**config.mk**
```make
export PLATFORM = sky130hd
export DESIGN_NAME = seq_divider
export DESIGN_NICKNAME = d
export VERILOG_FILES = /design/src/rtl/seq_divider.sv
export SDC_FILE = /design/constraint.sdc
export NUM_CORES = 1
export LEC_CHECK = 0
export BUFFER_PORTS_ARGS = -buffer_cell sky130_fd_sc_hd__buf_2
export CAP_MARGIN = 10
export CORE_UTILIZATION = 36
export DETAILED_ROUTE_END_ITERATION = 6
export PLACE_DENSITY_LB_ADDON = 0.3
export SYNTH_ARGS = -nofsm -noshare
export SYNTH_HDL_FRONTEND = slang
export SYNTH_SLANG_ARGS = --single-unit
```
**constraint.sdc**
```tcl
create_clock -name clk -period 4.5 [get_ports clk]
set_input_delay 0.675 -clock clk [delete_from_list [all_inputs] [get_ports clk]]
set_output_delay 0.675 -clock clk [all_outputs]
set_load 0.05 [all_outputs]
```
**src/rtl/seq_divider.sv**
```systemverilog
// Iterative unsigned restoring divider: one quotient bit per clock, start/done
// handshake, results registered and held until the next accepted operation.
module seq_divider #(
    parameter int unsigned WIDTH = 8
) (
    input  logic             clk,
    input  logic             rst_n,
    input  logic             start,
    input  logic [WIDTH-1:0] dividend,
    input  logic [WIDTH-1:0] divisor,
    output logic             busy,
    output logic             done,
    output logic [WIDTH-1:0] quotient,
    output logic [WIDTH-1:0] remainder,
    output logic             div_by_zero
);

    localparam int unsigned CW = $clog2(WIDTH);

    typedef enum logic [1:0] {IDLE, RUN, DONE} state_t;

    state_t           state;
    logic [WIDTH-1:0] rem_r;
    logic [WIDTH-1:0] quo_r;
    logic [WIDTH-1:0] div_r;
    logic [CW-1:0]    cnt;
    logic             zero_div;

    logic [WIDTH:0]   rem_shift;
    logic             rem_ge;
    logic [WIDTH-1:0] rem_next;
    logic [WIDTH-1:0] quo_next;

    // Stored partial remainder is always below the divisor, so WIDTH bits hold
    // it; only the shifted trial value needs the extra bit.
    always_comb begin
        rem_shift = {rem_r, quo_r[WIDTH-1]};
        rem_ge    = (rem_shift >= {1'b0, div_r});
        rem_next  = rem_shift[WIDTH-1:0];
        quo_next  = {quo_r[WIDTH-2:0], 1'b0};
        if (rem_ge) begin
            rem_next    = WIDTH'(rem_shift - {1'b0, div_r});
            quo_next[0] = 1'b1;
        end
    end

    always_ff @(posedge clk or negedge rst_n) begin
        if (!rst_n) begin
            state       <= IDLE;
            rem_r       <= '0;
            quo_r       <= '0;
            div_r       <= '0;
            cnt         <= '0;
            zero_div    <= 1'b0;
            busy        <= 1'b0;
            done        <= 1'b0;
            quotient    <= '0;
            remainder   <= '0;
            div_by_zero <= 1'b0;
        end else begin
            done <= 1'b0;
            case (state)
                IDLE, DONE: begin
                    if (start) begin
                        div_r    <= divisor;
                        quo_r    <= dividend;
                        rem_r    <= '0;
                        cnt      <= '0;
                        zero_div <= (divisor == '0);
                        busy     <= (divisor != '0);
                        state    <= RUN;
                    end else begin
                        state <= IDLE;
                    end
                end
                RUN: begin
                    // A zero divisor spends its one RUN cycle with busy low.
                    if (zero_div) begin
                        quotient    <= '1;
                        remainder   <= quo_r;
                        div_by_zero <= 1'b1;
                        done        <= 1'b1;
                        zero_div    <= 1'b0;
                        state       <= DONE;
                    end else begin
                        rem_r <= rem_next;
                        quo_r <= quo_next;
                        if (cnt == CW'(WIDTH - 1)) begin
                            quotient    <= quo_next;
                            remainder   <= rem_next;
                            div_by_zero <= 1'b0;
                            done        <= 1'b1;
                            busy        <= 1'b0;
                            state       <= DONE;
                        end else begin
                            cnt <= cnt + 1'b1;
                        end
                    end
                end
                default: state <= IDLE;
            endcase
        end
    end

endmodule

```
==> qor.yml, run 1 <==
synth_fa_ha_area_share_pct: 5.54
cp_max_fo: 3
arrival_ns: 2.50
synth_flop_cell: "dfrtp_1"
grt_pass1_vias: 2120
slew_violations: 0
grtUsageMet3_pct: 3.32
dieWidth_microns: 87.3
synth.area.top_cells: "dfrtp_1 47%, nand2_1 5.3%, ha_1 4.8%"
crit_required_ns: 4.68
syn_area_per_cell_sq_um: 9.19
met1_usage_pct: 24.6
critical_path_class: "reg -> reg"
die-height_microns: 87.3
hold_class: "in -> async"
synth.top_cell.area_share_pct: 46.8
viasPerCell: 5.24
fin_crit_ns: 2.32
multi_input_area_sq_um: 1260
cp-end-kind: "flop"
drt-pass1-iter-count: 4
cts_root_buf: "clkbuf_8"
area_growth_syn_to_layout_pct: 13.9
place.gp.congestion: 0.836
cts.repair.resized: 0
max_stage_delay_ns: 0.40
maxCapViolations: 0
cts_sinks: 49
drt-total-wl_microns: 6090
dp_hpwl_microns: 4270
clk-insertion-delay-late_ns: 0.31
setup_viol: 0
grt_max_degree: 50
nNetsFinal: 347
cts_max_path_buffers: 2
seqCellArea_sq_um: 1230
yosys.area_share.xor_xnor_pct: 1.34
initial_core_util_pct: 37.9
numCtsBuffers: 5
finalHoldViolCount: 0
max_freq_mhz: 430
busiest_layer: "met2"
synth_compound_gate_area_share_pct: 19.9
yosysTopAreaCell: "dfrtp_1"
htreeDepth: 2
critPathBufInv: 2
cp_top_family: "adder cells"
yosysUniqueCellTypes: 42
critical_path.cell_chain: "inv_1, ha_1, inv_1, fa_1, a211oi_1, or4b_1, o2111ai_1, mux2i_1, o21ai_1"
critPathLaunchType: "flop"
coreArea_sq_um: 6910
cts_tree: "done"
grt_use_total_pct: 17.7
synthesis.nets: 315
synth_area_sq_um: 2620
dieArea_sq_um: 7620
clkSlewWorstSetupHoldPaths_ns: 0.10
nFillCells: 719
synth-edff-count: 0
synth_seq_cells: 49
slowest_stage: "dfrtp_1"
relSlewSlack_pct: 43.0
synth_simple_gate_area_share_pct: 15.1
synth.most_common_cell: "dfrtp_1"
portBuffers: 37
antenna_found_initial: 0
grtUsageMet2_pct: 27.8
cpMostUsedCell: "inv_1"
layout-drive-gt1-share_pct: 19.2
synth_mux_area_share_pct: 6.31
ant_nets: 0
cts_setup_buffers: 0
synth_commonest_cells: "49 x dfrtp_1, 37 x nand2_1, 24 x a21oi_1, 24 x nor2_1, 18 x o21ai_1"
seq_area_frac_synth_pct: 46.8
synthArstFlopShare_pct: 100
synth_top_family_by_area: "compound AO/OA/AOI/OAI gates"
drc: 0
synth_cells: 285
io_pins: 38
drt_iter0_markers: 106
final_util_pct: 43.2
rsz0062_at_grt: "no"
run_status: "complete, no violations"
clock-skew-final_ns: 0.00903
wire_per_inst_microns: 14.7
rows: 30
tightest_slew_ns: 0.855
vias: 2168
overflow: 0
ys.warnings.count: 0
antenna_cells: 0
finalCritPeriodShare_pct: 51.6
grt_pass1_wl_microns: 10400
final.setup.tns_ns: 0
ctsHoldBuffers: 0
## worst paths after layout
check	from	to	slack [ns]	depth (start not counted)
worst max-delay path	quo_r[7]	rem_r[6]	2.18	9
min in group clk	div_by_zero	div_by_zero	0.48	2
worst max register to register	quo_r[7]	rem_r[6]	2.18	9
max in group asynchronous	rst_n	rem_r[7]	3.79	2
worst min register to register	div_by_zero	div_by_zero	0.48	2
worst min-delay path	rst_n	quo_r[1]	0.22	1
## flip-flops by register name, summed over array words and instances (netlist names)
| name | flops |
|---|---|
| quo_r | 8 |
| state | 2 |
| rem_r | 8 |
| remainder | 8 |
| done | 1 |
| quotient | 8 |
| busy | 1 |
| div_by_zero | 1 |
| div_r | 8 |
| zero_div | 1 |
| cnt | 3 |
## stage by stage
step           setup WS (ns)  hold WS, ns  cells  area [sq um]
3_3_place_gp            2.18        0.459    405          2860
2_1_floorplan           2.57        0.379    285          2620
5_1_grt                 1.95        0.205    414          2980
4_1_cts                 2.17        0.489    413          2960
6_report                2.18        0.215    414          2980
3_5_place_dp            2.18        0.465    405          2860
## worst register-to-register path, cell delays in order, from the launching register on
cell	delay, ns
dfrtp_1	0.40
inv_1	0.16
ha_1	0.20
inv_1	0.06
fa_1	0.40
a211oi_1	0.35
or4b_1	0.17
o2111ai_1	0.13
mux2i_1	0.24
o21ai_1	0.09
## layout make-up
class                   count  area share, %
multi-input cells         206           42.4
flip-flops and latches     49           41.1
repair buffers             39           7.13
well taps                  96           4.03
clock buffers               6           2.77
inverters                  16           2.01
clock inverters             2          0.587
## placed cells by master (no fill, tap or decap), types with 2 or more instances in the layout
cell type | netlist | layout
inv_2 | 2 | 2
nor4_1 | 2 | 2
o22ai_1 | 7 | 7
nor2_1 | 24 | 24
a211o_1 | 2 | 2
o21a_1 | 2 | 2
nand2_1 | 37 | 37
a21oi_1 | 24 | 24
dfrtp_1 | 49 | 49
ha_1 | 10 | 10
nand3_1 | 6 | 6
o21ai_2 | 2 | 2
clkbuf_8 | 0 | 6
mux2i_1 | 6 | 6
a211oi_1 | 2 | 2
a31oi_1 | 10 | 10
and3_1 | 6 | 6
nand2b_1 | 4 | 4
nor2b_1 | 2 | 2
mux2_2 | 8 | 8
xor2_1 | 3 | 3
o21ai_1 | 18 | 18
o21ai_0 | 14 | 14
inv_1 | 14 | 14
o221ai_1 | 2 | 2
buf_2 | 6 | 37
nor3b_1 | 2 | 2
## routing by layer
layer | part of all wire [%] | routed length (microns) | vias up
met4 | 1.2 | 74 | 0
met1 | 48 | 2940 | 1055
met3 | 2.8 | 173 | 6
met2 | 48 | 2900 | 35
li1 | - | - | 1072
met5 | 0 | 0 | -
## cell families after synthesis
kind of cell | Yosys count
AOI/OAI and AO/OA | 88
xor gates and xnor gates | 4
adders and majority gates | 11
buffers and inverters | 30
DFF | 49
muxes | 15
and+or+nand+nor | 88
Power of run 1 is not shown: default switching activity piles up to over one toggle a cycle in this logic, so the estimate is an artifact.
==> inputs of run 2 (changes only) <==
clock period = 2.1 ns   (was 4.5 ns; I/O delays follow)
==> run 2 against run 1 <==
Net effect: clock-buffer cell count is the same; first-iteration DRC count shrank 24%; register-to-register slack lost 2.0 ns; final cell count grew 2.9%; global-route usage grew 0.13 points; via count grew 2.7%; die area is the same; setup slack lost 2.0 ns; clock skew shrank 0.0041 ns; sequential cell count is the same; largest cell class unchanged.
==> qor.yml, run 2 (synthesis results as in run 1) <==
layout-drive-gt1-share_pct: 25.5  # +6.3 points
wire_per_inst_microns: 14.6  # -0.80%
tightest_slew_ns: 0.557  # -0.297 ns
finalCritPeriodShare_pct: 93.5  # +42 points
r2r_start: "rem_r[1]"
place_area_sq_um: 2980  # +4.0%
whs_path_depth: 2
grt_pass1_wl_microns: 10300  # -0.66%
worst-path-stages: 7  # -2
setup_viol: 0  # unchanged
io_pins: 38  # unchanged
min_from: "divisor[6]"
grt_use_total_pct: 17.8  # +0.13 points
dieWidth_microns: 87.3  # unchanged
worstReg2RegEnd: "remainder[0]"
drt_iter0_markers: 81  # -24%
clock-skew-final_ns: 0.00490  # -0.00413 ns
critPathBufInv: 1  # -1
rsz0062_at_grt: "yes"
critPathLaunchType: "flop"
drt-total-wl_microns: 6210  # +2.1%
clkSlewWorstSetupHoldPaths_ns: 0.09  # about the same
antenna_cells: 0  # unchanged
cts_root_buf: "clkbuf_8"
maxCapViolations: 0  # unchanged
cts_tree: "done"
dp_hpwl_microns: 4560  # +6.9%
r2r_cells: 7  # -2
nNetsFinal: 360  # +3.7%
vias: 2226  # +2.7%
overflow: 0  # unchanged
clk-insertion-delay-late_ns: 0.30  # about the same
cts_max_path_buffers: 2  # unchanged
portBuffers: 37  # unchanged
dieArea_sq_um: 7620  # unchanged
coreArea_sq_um: 6910  # unchanged
numCtsBuffers: 5  # unchanged
final_common_cell: "dfrtp_1"
grt_pass1_vias: 2103  # -0.80%
slowest_stage: "dfrtp_1"
drc: 0  # unchanged
relSlewSlack_pct: 62.5  # +19 points
slew_violations: 0  # unchanged
cts_sinks: 49  # unchanged
die-height_microns: 87.3  # unchanged
cp_top_family: "compound AO/OA/AOI/OAI gates"
htreeDepth: 2  # unchanged
max_stage_delay_ns: 0.41  # about the same
max_freq_mhz: 509  # +18%
finalHoldViolCount: 0  # unchanged
fin_crit_ns: 1.96  # -0.361 ns
timing.critical_path.from: "rem_r[1]"
antenna_found_initial: 0  # unchanged
rows: 30  # unchanged
final_area_sq_um: 3140  # +5.4%
nFillCells: 706  # -1.8%
arrival_ns: 2.19  # -0.31 ns
critical_path_class: "reg -> reg"
reg2reg_slack_ns: 0.14  # -2.04 ns
crit_path_end: "remainder[0]"
area_growth_syn_to_layout_pct: 20.1
place.gp.congestion: 0.825  # -1.4%
critical_path.cell_chain: "ha_2, nand2_1, o21ai_1, a21o_1, buf_12, mux2_4, o21ai_2"
drt-pass1-iter-count: 4  # unchanged
final.setup.tns_ns: 0  # unchanged
initial_core_util_pct: 37.9  # unchanged
hold_class: "in -> reg"
ant_nets: 0  # unchanged
cp-end-kind: "flop"
run_status: "complete, no violations"
cp_max_fo: 11  # +8
grt_max_degree: 28  # -44%
crit_required_ns: 2.33  # -2.35 ns
viasPerCell: 5.23  # -0.22%
mostFrequentLayoutCells: "49 x dfrtp_1, 37 x nand2_1, 37 x buf_2"
## run 2: cell count changes in the layout (fill, tap and decap cells not counted), moves of 2 or more
cell     change
buf_4       +11
mux2i_2      +3
ha_1         -3
a21oi_1      -2
inv_2        +2
a21oi_2      +2
ha_4         +2
inv_1        -2
mux2i_1      -3
## run 2: what timing repair did
action / 4_1_cts / 5_1_grt
hold buffers: 1 / 0
setup buffers: 0 / 1
pin swaps: 0 / 5
endpoints found under the setup margin: 2 / 12
hold endpoints to repair: 14 / 0
cloned: 0 / 0
resized for setup: 1 / 14
## run 2: worst min-delay path by stage
stage | end | slack [ns]
global route | quo_r[4] | 0.26
CTS | div_r[1] | 0.25
global placement | quotient[2] | 0.33
detailed placement | quotient[3] | 0.32
finish | div_r[6] | 0.26
floorplan | busy | 0.02
## run 2: layout make-up
type,count,area [sq um],share of cell area [%]
multi-input cells,206,1330,42.3
flip-flops and latches,49,1230,39.0
repair buffers,52,325,10.3
well taps,96,120,3.82
clock buffers,6,72.6,2.31
inverters,16,60.1,1.91
clock inverters,1,8.76,0.279
## run 2: metrics by stage
stage | worst slack, ns | cells | utilization, % | hold WS (ns)
after detailed placement | 0.00516 | 417 | 43.1 | 0.325
after global placement | 0.0698 | 417 | 43.1 | 0.332
final | 0.137 | 426 | 45.5 | 0.257
after CTS | 0.0788 | 425 | 44.5 | 0.253
after global routing | -0.0141 | 426 | 45.5 | 0.257
after floorplan | 0.166 | 285 | - | 0.0194
## run 2: worst reg2reg max path, cell delays in order, from the launching register on
cell and delay (ns):
dfrtp_1 0.41, ha_2 0.41, nand2_1 0.07, o21ai_1 0.21, a21o_1 0.20, buf_12 0.16, mux2_4 0.33, o21ai_2 0.11
## run 2: per-layer routing
| layer | track usage [%] | vias up | wire (microns) | share of wire, % |
|---|---|---|---|---|
| met2 | 28.5 | 49 | 3040 | 49 |
| met1 | 24.8 | 1074 | 2930 | 47 |
| li1 | - | 1098 | - | - |
| met5 | 0 | - | 0 | 0 |
| met3 | 2.94 | 5 | 197 | 3.2 |
| met4 | 5.37 | 0 | 46 | 0.74 |
Power of run 2 is left out for the same reason.
==> inputs of run 3 (changes only) <==
CORE_UTILIZATION = 30   (was 36)
==> run 3 against run 2 <==
Net effect: clock skew increased by 0.013 ns; first-iteration DRC count increased by 48%; clock-buffer cell count down 1; fmax down 1.7%; register-to-register slack got worse by 0.03 ns; final cell count up 2.6%; sequential cell count unchanged; design area is 1.1% higher; hold slack worse by 0.28 ns; the run now ends with hold timing left; critical path depth grew 2; utilization shrank 7.4 points.
==> qor.yml, run 3 (synthesis results as in run 1) <==
cts_max_path_buffers: 2  # unchanged
io_pins: 38  # unchanged
clk-insertion-delay-late_ns: 0.32  # +0.02 ns
seqCellArea_sq_um: 1230  # unchanged
nNetsFinal: 361  # +0.28%
place.gp.congestion: 0.788  # -4.5%
whs_ns: -0.0226  # -0.280 ns
rows: 33  # +10%
layout-drive-gt1-share_pct: 25.9  # +0.45 points
drt-total-wl_microns: 6560  # +5.6%
portBuffers: 37  # unchanged
arrival_ns: 2.19  # about the same
drt-pass1-iter-count: 4  # unchanged
dp.cells: 429  # +2.9%
final_common_cell: "dfrtp_1"
crit_required_ns: 2.30  # -0.03 ns
cts_sinks: 49  # unchanged
viasPerCell: 5.07  # -3.0%
grt_pass1_wl_microns: 11000  # +6.2%
drc: 0  # unchanged
failed_checks: "hold timing"
die-height_microns: 95.4  # +9.3%
fin_crit_ns: 2.00  # +0.0331 ns
ant_nets: 0  # unchanged
cts_tree: "done"
max_freq_mhz: 501  # -1.7%
grt_use_total_pct: 15.9  # -1.9 points
drt_iter0_markers: 120  # +48%
hold_class: "in -> async"
run_status: "finished with violations"
htreeDepth: 2  # unchanged
coreArea_sq_um: 8340  # +21%
cp_max_fo: 3  # -8
grt_max_degree: 27  # -3.6%
finalWorstSetupSlack_ns: 0.104  # -0.0331 ns
grt_pass1_vias: 2213  # +5.2%
setup_viol: 0  # unchanged
vias: 2214  # -0.54%
grtUsageMet3_pct: 2.71  # -0.23 points
critPathLaunchType: "flop"
antenna_cells: 0  # unchanged
critical_path_class: "reg -> reg"
dieArea_sq_um: 9110  # +20%
mostFrequentLayoutCells: "49 x dfrtp_1, 37 x nand2_1, 37 x buf_2"
overflow: 0  # unchanged
clock-skew-final_ns: 0.0184  # +0.0135 ns
initial_core_util_pct: 31.4  # -6.5 points
relSlewSlack_pct: 61.8  # -0.72 points
final.setup.tns_ns: 0  # unchanged
dieWidth_microns: 95.4  # +9.3%
clkSlewWorstSetupHoldPaths_ns: 0.11  # +0.02 ns
place_ws_ns: -0.0381  # -0.0433 ns
met1_usage_pct: 21.7  # -3.0 points
busiest_layer: "met2"
finalHoldViolCount: 19  # +19
cp-end-kind: "flop"
numCtsBuffers: 5  # unchanged
cts_setup_buffers: 0  # unchanged
tightest_slew_ns: 0.573  # +0.0159 ns
dp_hpwl_microns: 4890  # +7.3%
cts_root_buf: "clkbuf_8"
fin_cells: 437  # +2.6%
wire_per_inst_microns: 15.0  # +2.9%
ctsHoldBuffers: 0  # -1
grtUsageMet2_pct: 25.7  # -2.8 points
nFillCells: 863  # +22%
multi_input_area_sq_um: 1330  # -0.47%
antenna_found_initial: 0  # unchanged
finalCritPeriodShare_pct: 95.0  # +1.6 points
area_growth_syn_to_layout_pct: 21.4
slew_violations: 0  # unchanged
maxCapViolations: 0  # unchanged
## run 3: worst paths after layout
| path | startpoint | to | slack, ns | cells after the start |
|---|---|---|---|---|
| setup reg to reg | quo_r[7] | rem_r[6] | 0.10 | 9 |
| hold reg to reg | rem_r[7] | rem_r[7] | 0.50 | 2 |
| setup / recovery | quo_r[7] | rem_r[6] | 0.10 | 9 |
| max in group asynchronous | rst_n | div_r[5] | 1.57 | 2 |
| hold / removal | rst_n | quotient[4] | -0.02 | 1 |
| min in group clk | dividend[5] | quo_r[5] | 0.23 | 3 |
## run 3: final cells by class
class	count	share of cell area [%]
Inverter	16	1.89
Timing Repair Buffer	53	10.0
Tap cell	105	4.13
Clock buffer	5	2.17
Clock inverter	3	1.54
Multi-Input combinational cell	206	41.7
Sequential cell	49	38.6
## run 3: routing by layer
layer	share of wire [%]	vias up
met2	48	43
met5	0	-
met3	4.8	6
li1	-	1092
met4	1.3	0
met1	46	1073
## run 3: metrics by stage
step           cell area [sq um]  utilization, %
3_3_place_gp                3000            36.0
2_1_floorplan               2620               -
5_1_grt                     3180            38.1
4_1_cts                     3120            37.4
6_report                    3180            38.1
3_5_place_dp                3000            36.0
## run 3: what timing repair did
action | in CTS | in global routing
endpoints found under the setup margin | 3 | 12
resized for setup | 1 | 11
pin swaps | 0 | 2
cloned | 0 | 0
## run 3: worst max-delay path, cell delays in order (launching register included)
cell and delay (ns):
dfrtp_1 0.40, inv_2 0.07, ha_2 0.18, inv_1 0.05, fa_2 0.36, a211oi_4 0.27
or4b_1 0.15, o2111ai_1 0.10, mux2i_1 0.21, o21ai_1 0.08
Power of run 3 is left out for the same reason.
